<file path="config.mk">
export PLATFORM = sky130hd
export DESIGN_NAME = lsu_rmw
export DESIGN_NICKNAME = d
export VERILOG_FILES = /design/src/rtl/lsu_rmw.sv
export SDC_FILE = /design/constraint.sdc
export NUM_CORES = 1
export LEC_CHECK = 0
export ABC_AREA = 1
export CELL_PAD_IN_SITES_DETAIL_PLACEMENT = 1
export CELL_PAD_IN_SITES_GLOBAL_PLACEMENT = 1
export CORE_MARGIN = 2
export CORE_UTILIZATION = 31
export CTS_CLUSTER_SIZE = 24
export DETAILED_ROUTE_END_ITERATION = 12
export PLACE_DENSITY_LB_ADDON = 0.1
export SETUP_SLACK_MARGIN = 0.3
export SYNTH_ARGS = -nofsm -noshare
export SYNTH_HDL_FRONTEND = slang
export SYNTH_SLANG_ARGS = --single-unit
</file>
<file path="constraint.sdc">
create_clock -name clk -period 3.3 [get_ports clk]
set_input_delay 0.495 -clock clk [delete_from_list [all_inputs] [get_ports clk]]
set_output_delay 0.495 -clock clk [all_outputs]
set_load 0.01 [all_outputs]
</file>
<file path="src/rtl/lsu_rmw.sv">
// Multicycle load/store unit: one access at a time toward a word-wide memory with a
// variable-latency ack. Sub-word stores are read-modify-write; loads are lane-extracted and extended.
module lsu_rmw #(
  parameter int ADDR_W  = 13,
  parameter int TIMEOUT = 16
) (
  input  logic              clk,
  input  logic              rst,
  input  logic              req_valid,
  output logic              req_ready,
  input  logic              req_wen,
  input  logic [ADDR_W-1:0] req_addr,
  input  logic [1:0]        req_size,
  input  logic              req_unsigned,
  input  logic [31:0]       req_wdata,
  output logic              rsp_valid,
  output logic [31:0]       rsp_rdata,
  output logic [1:0]        rsp_err,
  output logic              busy,
  output logic              mem_en,
  output logic              mem_wen,
  output logic [ADDR_W-1:0] mem_addr,
  output logic [31:0]       mem_wdata,
  input  logic [31:0]       mem_rdata,
  input  logic              mem_ack
);

  // Handshake: a request is taken on a rising edge where req_valid && req_ready; the unit
  // answers with a single-cycle rsp_valid pulse that cannot be stalled.

  typedef enum logic [1:0] {S_IDLE, S_RD, S_WR, S_RESP} state_t;

  localparam int CNT_W = (TIMEOUT > 1) ? $clog2(TIMEOUT) : 1;
  localparam logic [CNT_W-1:0] CNT_LAST = CNT_W'((TIMEOUT > 0) ? (TIMEOUT - 1) : 0);

  localparam logic [1:0] SZ_BYTE = 2'b00;
  localparam logic [1:0] SZ_HALF = 2'b01;
  localparam logic [1:0] SZ_WORD = 2'b10;

  localparam logic [1:0] ERR_OK    = 2'b00;
  localparam logic [1:0] ERR_ALIGN = 2'b01;
  localparam logic [1:0] ERR_TMO   = 2'b10;

  state_t            state_q, state_d;
  logic              wen_q, wen_d;
  logic [1:0]        lo_q, lo_d;
  logic [1:0]        size_q, size_d;
  logic              uns_q, uns_d;
  logic [15:0]       wdata_q, wdata_d;
  logic [CNT_W-1:0]  cnt_q, cnt_d;
  logic              req_ready_q, req_ready_d;
  logic              rsp_valid_q, rsp_valid_d;
  logic [31:0]       rsp_rdata_q, rsp_rdata_d;
  logic [1:0]        rsp_err_q, rsp_err_d;
  logic              mem_en_q, mem_en_d;
  logic              mem_wen_q, mem_wen_d;
  logic [ADDR_W-1:0] mem_addr_q, mem_addr_d;
  logic [31:0]       mem_wdata_q, mem_wdata_d;

  logic misaligned;
  logic timed_out;

  function automatic logic [31:0] merge_word(input logic [31:0] old_w, input logic [15:0] wd,
                                             input logic [1:0] lo, input logic [1:0] size);
    logic [31:0] w;
    w = old_w;
    if (size == SZ_HALF) begin
      if (lo[1]) w[31:16] = wd;
      else       w[15:0]  = wd;
    end else begin
      case (lo)
        2'd0:    w[7:0]   = wd[7:0];
        2'd1:    w[15:8]  = wd[7:0];
        2'd2:    w[23:16] = wd[7:0];
        default: w[31:24] = wd[7:0];
      endcase
    end
    return w;
  endfunction

  function automatic logic [31:0] extract_word(input logic [31:0] w, input logic [1:0] lo,
                                               input logic [1:0] size, input logic uns);
    logic [7:0]  b;
    logic [15:0] h;
    logic [31:0] r;
    case (lo)
      2'd0:    b = w[7:0];
      2'd1:    b = w[15:8];
      2'd2:    b = w[23:16];
      default: b = w[31:24];
    endcase
    h = lo[1] ? w[31:16] : w[15:0];
    case (size)
      SZ_BYTE: r = {{24{b[7] & ~uns}}, b};
      SZ_HALF: r = {{16{h[15] & ~uns}}, h};
      default: r = w;
    endcase
    return r;
  endfunction

  assign misaligned = (req_size == 2'b11) ||
                      ((req_size == SZ_HALF) && req_addr[0]) ||
                      ((req_size == SZ_WORD) && (req_addr[1:0] != 2'b00));

  // Last allowed wait cycle passed without an ack; TIMEOUT of 0 never fires.
  assign timed_out = (TIMEOUT != 0) && (cnt_q == CNT_LAST) && !mem_ack;

  always_comb begin
    state_d     = state_q;
    wen_d       = wen_q;
    lo_d        = lo_q;
    size_d      = size_q;
    uns_d       = uns_q;
    wdata_d     = wdata_q;
    cnt_d       = cnt_q;
    req_ready_d = req_ready_q;
    rsp_valid_d = 1'b0;
    rsp_rdata_d = '0;
    rsp_err_d   = ERR_OK;
    mem_en_d    = mem_en_q;
    mem_wen_d   = mem_wen_q;
    mem_addr_d  = mem_addr_q;
    mem_wdata_d = mem_wdata_q;

    case (state_q)
      S_IDLE: begin
        if (req_valid) begin
          wen_d       = req_wen;
          lo_d        = req_addr[1:0];
          size_d      = req_size;
          uns_d       = req_unsigned;
          wdata_d     = req_wdata[15:0];
          cnt_d       = '0;
          req_ready_d = 1'b0;
          if (misaligned) begin
            state_d     = S_RESP;
            rsp_valid_d = 1'b1;
            rsp_err_d   = ERR_ALIGN;
          end else begin
            mem_en_d   = 1'b1;
            mem_addr_d = {req_addr[ADDR_W-1:2], 2'b00};
            if (req_wen && (req_size == SZ_WORD)) begin
              state_d     = S_WR;
              mem_wen_d   = 1'b1;
              mem_wdata_d = req_wdata;
            end else begin
              state_d     = S_RD;
              mem_wen_d   = 1'b0;
              mem_wdata_d = '0;
            end
          end
        end
      end

      S_RD: begin
        if (mem_ack) begin
          if (wen_q) begin
            // The read word is the merge buffer: only the addressed lane changes.
            state_d     = S_WR;
            mem_wen_d   = 1'b1;
            mem_wdata_d = merge_word(mem_rdata, wdata_q, lo_q, size_q);
            cnt_d       = '0;
          end else begin
            state_d     = S_RESP;
            rsp_valid_d = 1'b1;
            rsp_rdata_d = extract_word(mem_rdata, lo_q, size_q, uns_q);
            mem_en_d    = 1'b0;
            mem_addr_d  = '0;
          end
        end else if (timed_out) begin
          state_d     = S_RESP;
          rsp_valid_d = 1'b1;
          rsp_err_d   = ERR_TMO;
          mem_en_d    = 1'b0;
          mem_addr_d  = '0;
        end else begin
          cnt_d = cnt_q + 1'b1;
        end
      end

      S_WR: begin
        if (mem_ack || timed_out) begin
          state_d     = S_RESP;
          rsp_valid_d = 1'b1;
          rsp_err_d   = mem_ack ? ERR_OK : ERR_TMO;
          mem_en_d    = 1'b0;
          mem_wen_d   = 1'b0;
          mem_addr_d  = '0;
          mem_wdata_d = '0;
        end else begin
          cnt_d = cnt_q + 1'b1;
        end
      end

      default: begin
        state_d     = S_IDLE;
        req_ready_d = 1'b1;
        mem_en_d    = 1'b0;
        mem_wen_d   = 1'b0;
        mem_addr_d  = '0;
        mem_wdata_d = '0;
      end
    endcase
  end

  always_ff @(posedge clk or posedge rst) begin
    if (rst) begin
      state_q     <= S_IDLE;
      wen_q       <= 1'b0;
      lo_q        <= 2'b00;
      size_q      <= 2'b00;
      uns_q       <= 1'b0;
      wdata_q     <= '0;
      cnt_q       <= '0;
      req_ready_q <= 1'b1;
      rsp_valid_q <= 1'b0;
      rsp_rdata_q <= '0;
      rsp_err_q   <= ERR_OK;
      mem_en_q    <= 1'b0;
      mem_wen_q   <= 1'b0;
      mem_addr_q  <= '0;
      mem_wdata_q <= '0;
    end else begin
      state_q     <= state_d;
      wen_q       <= wen_d;
      lo_q        <= lo_d;
      size_q      <= size_d;
      uns_q       <= uns_d;
      wdata_q     <= wdata_d;
      cnt_q       <= cnt_d;
      req_ready_q <= req_ready_d;
      rsp_valid_q <= rsp_valid_d;
      rsp_rdata_q <= rsp_rdata_d;
      rsp_err_q   <= rsp_err_d;
      mem_en_q    <= mem_en_d;
      mem_wen_q   <= mem_wen_d;
      mem_addr_q  <= mem_addr_d;
      mem_wdata_q <= mem_wdata_d;
    end
  end

  assign req_ready = req_ready_q;
  assign busy      = !req_ready_q;
  assign rsp_valid = rsp_valid_q;
  assign rsp_rdata = rsp_rdata_q;
  assign rsp_err   = rsp_err_q;
  assign mem_en    = mem_en_q;
  assign mem_wen   = mem_wen_q;
  assign mem_addr  = mem_addr_q;
  assign mem_wdata = mem_wdata_q;

endmodule
</file>
==> results.sh, run 1 <==
export IMPL_rsz0062_at_grt="no"
export IMPL_synth_largest_area_cell="dfrtp_1"
export IMPL_fin_crit_sh_pct=63.53
export IMPL_max_freq_mhz=477.0
export IMPL_yosys_warnings=0
export IMPL_grt_pass1_vias=6433
export IMPL_ctsResizeCount=0
export IMPL_status="completed"
export IMPL_synthTopCellsByArea="dfrtp_1, nand2_1, nand3_1"
export IMPL_p_per_area_nw_per_um2=807.0
export IMPL_path_clk_slew_ns=0.07
export IMPL_antenna_found_initial=0
export IMPL_n_antenna_cell=0
export IMPL_required_ns=3.60
export IMPL_dpl_worst_slack_ns=0.8978
export IMPL_die_width_microns=146.4
export IMPL_ios=169
export IMPL_final_cell_mix="nand2_1, clkdlybuf4s50_1, nand3_1, dfrtp_1, o21ai_0"
export IMPL_tritoncts="built"
export IMPL_grt_pass1_wl_microns=36130
export IMPL_cts_setup_buffers=0
export IMPL_peakVddDrop_v=0.0004091
export IMPL_synth_area_per_cell_sq_um=7.115
export IMPL_dpl_hpwl_microns=16320
export IMPL_io_buffers=166
export IMPL_grt_max_degree=51
export IMPL_layout_commonest_cell="nand2_1"
export IMPL_min_period_ns=2.096
export IMPL_cp_max_fo=27
export IMPL_finalWirelength_microns=22130
export IMPL_overflow=0
export IMPL_htreeDepth=3
export IMPL_synth_cells=883
export IMPL_timing_final_hold_violations=0
export IMPL_setup_viol=0
export IMPL_cts_buffers=9
export IMPL_detail_route_antenna_nets=0
export IMPL_maxSlewHeadroom_pct=47.19
export IMPL_seq_area_frac_synth_pct=43.44
export IMPL_area_growth_pct=33.58
export IMPL_wl_per_cell_microns=17.08
export IMPL_power_leakage_nw=4.078
export IMPL_root_buffer="clkbuf_16"
export IMPL_clockBufferDepth=2
export IMPL_arrival_ns=2.40
export IMPL_nets=1113
export IMPL_route_detailed_drc=0
export IMPL_syn_area_sq_um=6282
export IMPL_die_area_sq_um=21420
export IMPL_grt_total_usage_pct=21.25
export IMPL_gp_congestion=0.8192
export IMPL_setup_slack_ns=1.204
export IMPL_drv_cap=0
export IMPL_cp_end_kind="register"
export IMPL_crit_type="reg2reg"
export IMPL_drt_pass1_iter_count=4
export IMPL_first_iter_violations=306
export IMPL_rows=52
export IMPL_fp_dieH_microns=146.4
export IMPL_synth_distinct_cells=29
export IMPL_hp_class="reg2reg"
export IMPL_insertion_delay_ns=0.36
export IMPL_max_slew_worst_pin_slew_ns=0.7892
export IMPL_dr_total_vias=6331
export IMPL_synth_top_area_share_pct=43.02
export IMPL_drive_gt1_share_pct=7.602
export IMPL_setup_tns_ns=0
export IMPL_start_util_pct=31.35
export IMPL_viasPerCell=4.885
export IMPL_cts_sinks=109
export IMPL_maxSlewViolCount=0
export IMPL_skew_ns=0.01107
export IMPL_cp_start_kind="register"
export IMPL_cts_hold_buf=0
export IMPL_synth_seq_cells=109
export IMPL_core_area_sq_um=20040
-- cells in the mapped netlist, drive strengths merged --
library cell / count
clkbuf: 10
nor2: 35
nor3: 1
clkinv: 1
nand4: 1
nand3: 145
ha: 5
nand2: 398
mux2: 17
conb: 1
or2: 1
inv: 43
xor2: 1
a21oi: 26
buf: 40
dfrtp: 108
o21ai: 49
dfstp: 1
-- metal layers --
metal / share of wire (%) / vias to the layer above / global-route usage [%]
met1: 46 / 3078 / 28.58
li1: - / 3089 / -
met5: 0 / - / 0
met2: 47 / 148 / 35.09
met4: 1.6 / 0 / 4.806
met3: 5.7 / 16 / 4.813
-- metrics by stage --
step / std cells / utilization (%) / instance area [sq um] / total power (W) / hold slack (ns)
after global routing: 1296 / 41.88 / 8392 / 0.007385 / 0.5165
after global placement: 1282 / 40.57 / 8130 / 0.005792 / 0.4648
after floorplan: 884 / - / 6290 / 0.004506 / 0.4994
after CTS: 1296 / 41.88 / 8392 / 0.006890 / 0.4867
final: 1296 / 41.88 / 8392 / 0.006772 / 0.4802
after detailed placement: 1282 / 40.57 / 8130 / 0.005839 / 0.4675
-- where the power goes --
group	switching [W]	leakage [nW]	internal [W]	total, W
Combinational	0.00229	2.52	0.00135	0.00364
Clock	0.000525	0.132	0.000511	0.00104
Sequential	0.000353	1.43	0.00174	0.00210
Total	0.00317	4.08	0.00360	0.00677
-- kinds of logic after synthesis --
kind of cell               after synthesis  share of synthesized area (%)
and+or+nand+nor                        581                          39.51
DFF                                    109                          43.44
buffers and inverters                   94                          6.831
AOI/OAI and AO/OA                       75                          5.975
muxes                                   17                          3.047
adders and majority gates                5                         0.9958
other                                    1                        0.05969
xor gates and xnor gates                 1                         0.1394
-- registers in the layout, indices dropped and copies added (netlist names) --
register and flops:
cnt_q 4, lo_q 2, mem_addr 11, mem_en 1, mem_wdata 32, mem_wen 1
req_ready 1, rsp_err 2, rsp_rdata 32, rsp_valid 1, size_q 2, state_q 2
uns_q 1, wdata_q 16, wen_q 1
-- cell type report --
class / count / area (sq um)
Fill cell: 2562 / 11650
Timing Repair Buffer: 178 / 1764
Tap cell: 270 / 337.8
Multi-Input combinational cell: 681 / 3128
Clock inverter: 5 / 36.28
Sequential cell: 109 / 2730
Inverter: 44 / 170.2
Clock buffer: 9 / 225.2
-- worst paths after layout --
check	start	end	slack [ns]	cells after the start
worst max-delay path	state_q[0]	mem_wdata[20]	1.20	10
worst min-delay path	mem_wdata[24]	mem_wdata[24]	0.48	2
worst max register to register	state_q[0]	mem_wdata[20]	1.20	10
worst min register to register	mem_wdata[24]	mem_wdata[24]	0.48	2
max in group asynchronous	rst	rsp_rdata[22]	1.87	3
min in group asynchronous	rst	mem_wdata[29]	0.59	2
-- worst max-delay path, cell delays in order (launching register included) --
cell     delay [ns]
dfrtp_1        0.42
inv_1          0.09
ha_1           0.15
buf_4          0.21
nand4_1        0.20
inv_1          0.28
buf_4          0.35
nand2_1        0.10
nand2_1        0.08
nand2_1        0.05
nand2_1        0.07
Note: power is estimated with default switching activity, not from simulation.
==> run 2: changes to the inputs <==
clock period = 1.8 ns   (was 3.3 ns; I/O delays follow)
==> run 2 against run 1 <==
Effect of this change:
- fmax is 24% higher
- via count is 7.4% higher
- utilization is 8.2 points higher
- sequential share of layout area is 5.3 points lower
- power is 150% higher
- die area stayed put
- sequential cell count stayed put
- largest power group unchanged
==> results.sh, run 2 (synthesis gave the netlist of run 1 again) <==
export IMPL_drv_cap=0
export IMPL_fin_crit_sh_pct=93.94
export IMPL_grt_pass1_wl_microns=39560
export IMPL_core_area_sq_um=20040
export IMPL_p_per_area_nw_per_um2=1670
export IMPL_crit_slowest_cell="dfrtp_1"
export IMPL_arrival_ns=1.94
export IMPL_cts_sinks=109
export IMPL_dpl_instance_area_sq_um=8451
export IMPL_maxSlewViolCount=0
export IMPL_setup_slack_ns=0.1091
export IMPL_overflow=0
export IMPL_path_clk_slew_ns=0.07
export IMPL_crit_type="reg2reg"
export IMPL_wl_met1_microns=11470
export IMPL_max_freq_mhz=591.4
export IMPL_slowest_delay_ns=0.42
export IMPL_rsz0062_at_grt="yes"
export IMPL_clkPwrFrac_pct=12.6
export IMPL_layout_commonest_cell="nand2_1"
export IMPL_pwr_share_comb_pct=64.0
export IMPL_cp_max_fo=8
export IMPL_viasPerCell=4.958
export IMPL_die_area_sq_um=21420
export IMPL_fin_util_pct=50.03
export IMPL_multi_input_area_sq_um=3707
export IMPL_ios=169
export IMPL_dr_total_vias=6798
export IMPL_p_switching_w=0.007626
export IMPL_tritoncts="built"
export IMPL_final_cell_area_sq_um=10030
export IMPL_cts_buffers=9
export IMPL_seq_power_share_pct=23.3
export IMPL_drive_gt1_share_pct=24.25
export IMPL_grt_max_degree=67
export IMPL_min_period_ns=1.691
export IMPL_setup_viol=0
export IMPL_met3WireLength_microns=1312
export IMPL_critPathLaunch="state_q[0]"
export IMPL_clockBufferDepth=2
export IMPL_area_growth_pct=59.59
export IMPL_n_antenna_cell=0
export IMPL_required_ns=2.05
export IMPL_finalWirelength_microns=26030
export IMPL_root_buffer="clkbuf_16"
export IMPL_grt_pass1_vias=6904
export IMPL_route_detailed_drc=0
export IMPL_cp_start_kind="register"
export IMPL_peakVddDrop_v=0.0007940
export IMPL_hp_class="in2async"
export IMPL_rows=52
export IMPL_dr_wl_met2_microns=12820
export IMPL_cp_end_kind="register"
export IMPL_grt_total_usage_pct=23.67
export IMPL_status="completed"
export IMPL_wl_per_cell_microns=18.98
export IMPL_r2r_slack_ns=0.11
export IMPL_nets=1186
export IMPL_r2r_end="mem_wdata[13]"
export IMPL_gp_congestion=0.8490
export IMPL_timing_final_hold_violations=0
export IMPL_fillers=2456
export IMPL_cts_hold_buf=0
export IMPL_insertion_delay_ns=0.36
export IMPL_detail_route_antenna_nets=0
export IMPL_htreeDepth=3
export IMPL_topRoutingLayerUsed="met4"
export IMPL_switching_share_pct=45.56
export IMPL_dpl_worst_slack_ns=-0.01682
export IMPL_reg2reg_depth=12
export IMPL_drt_pass1_iter_count=6
export IMPL_rr_startpoint="state_q[0]"
export IMPL_antenna_found_initial=0
export IMPL_power_leakage_nw=5.312
export IMPL_internal_power_w=0.009114
export IMPL_first_iter_violations=406
export IMPL_final_cell_mix="nand2_1, nand3_1, dfrtp_1, clkdlybuf4s50_1, dlygate4sd2_1"
export IMPL_fp_dieH_microns=146.4
export IMPL_dpl_hpwl_microns=16340
export IMPL_io_buffers=166
export IMPL_die_width_microns=146.4
export IMPL_start_util_pct=31.35
export IMPL_skew_ns=0.01171
export IMPL_crit_path_cell_trace="inv_2 -> ha_4 -> nand2_4 -> nand2_2 -> inv_2 -> nand3_4 -> buf_12 -> inv_12 -> buf_12 -> buf_16 -> nand2_4 -> nand2_2"
export IMPL_total_power_w=0.01674
export IMPL_final_seq_area_sq_um=2733
[run 2: through the flow]
stage / instances / hold slack, ns / setup TNS, ns
final: 1371 / 0.3474 / 0
after global routing: 1371 / 0.3847 / 0
after global placement: 1308 / 0.4653 / 0
after floorplan: 884 / 0.4076 / 0
after CTS: 1353 / 0.3592 / 0
after detailed placement: 1308 / 0.4706 / -0.07837
[run 2: what timing repair did]
action                     4_1_cts  5_1_grt
resized for setup              157      132
setup endpoints to repair      167       98
cloned                          10        5
pin swaps                       13       28
setup buffers                   19       13
[run 2: how the worst max path moves through the flow]
stage                          endpoint  cells past startpoint
final                     mem_wdata[13]                     12
after CTS                       mem_wen                     12
after global placement    mem_wdata[23]                      9
after global routing      mem_wdata[13]                     10
after floorplan                cnt_q[0]                      1
after detailed placement  mem_wdata[14]                      8
[run 2: power groups by stage]
stage                     clock network [W]  registers [W]  logic [W]
after floorplan                           0        0.00390    0.00444
after global placement                    0        0.00393    0.00718
after detailed placement                  0        0.00392    0.00727
after CTS                           0.00218        0.00389    0.00955
after global routing                0.00227        0.00400     0.0116
final                               0.00212        0.00390     0.0107
[run 2: per-layer routing]
metal / track usage, % / vias up
met2: 40.07 / 189
met1: 31.55 / 3323
met5: 0 / -
li1: - / 3256
met4: 6.117 / 0
met3: 4.000 / 30
[run 2: cell type report]
| type | instances | area share, % |
|---|---|---|
| multi-input cells | 682 | 36.98 |
| repair buffers | 250 | 27.33 |
| flip-flops and latches | 109 | 27.26 |
| well taps | 270 | 3.370 |
| clock buffers | 12 | 2.558 |
| inverters | 44 | 1.959 |
| clock inverters | 4 | 0.5491 |
[run 2: worst max-delay path: cells and delay by family (launching register included)]
kind	cells	cell delay [ns]
adder cells (fa/ha/maj)	1	0.21
buffers and inverters	6	0.61
flip-flops	1	0.42
AND/OR/NAND/NOR	5	0.33
==> run 3: changes to the inputs <==
SLEW_MARGIN = 40   (was default)
==> results of run 3 <==
Same layout as run 2: the final DEF is identical, and so are final timing and power.
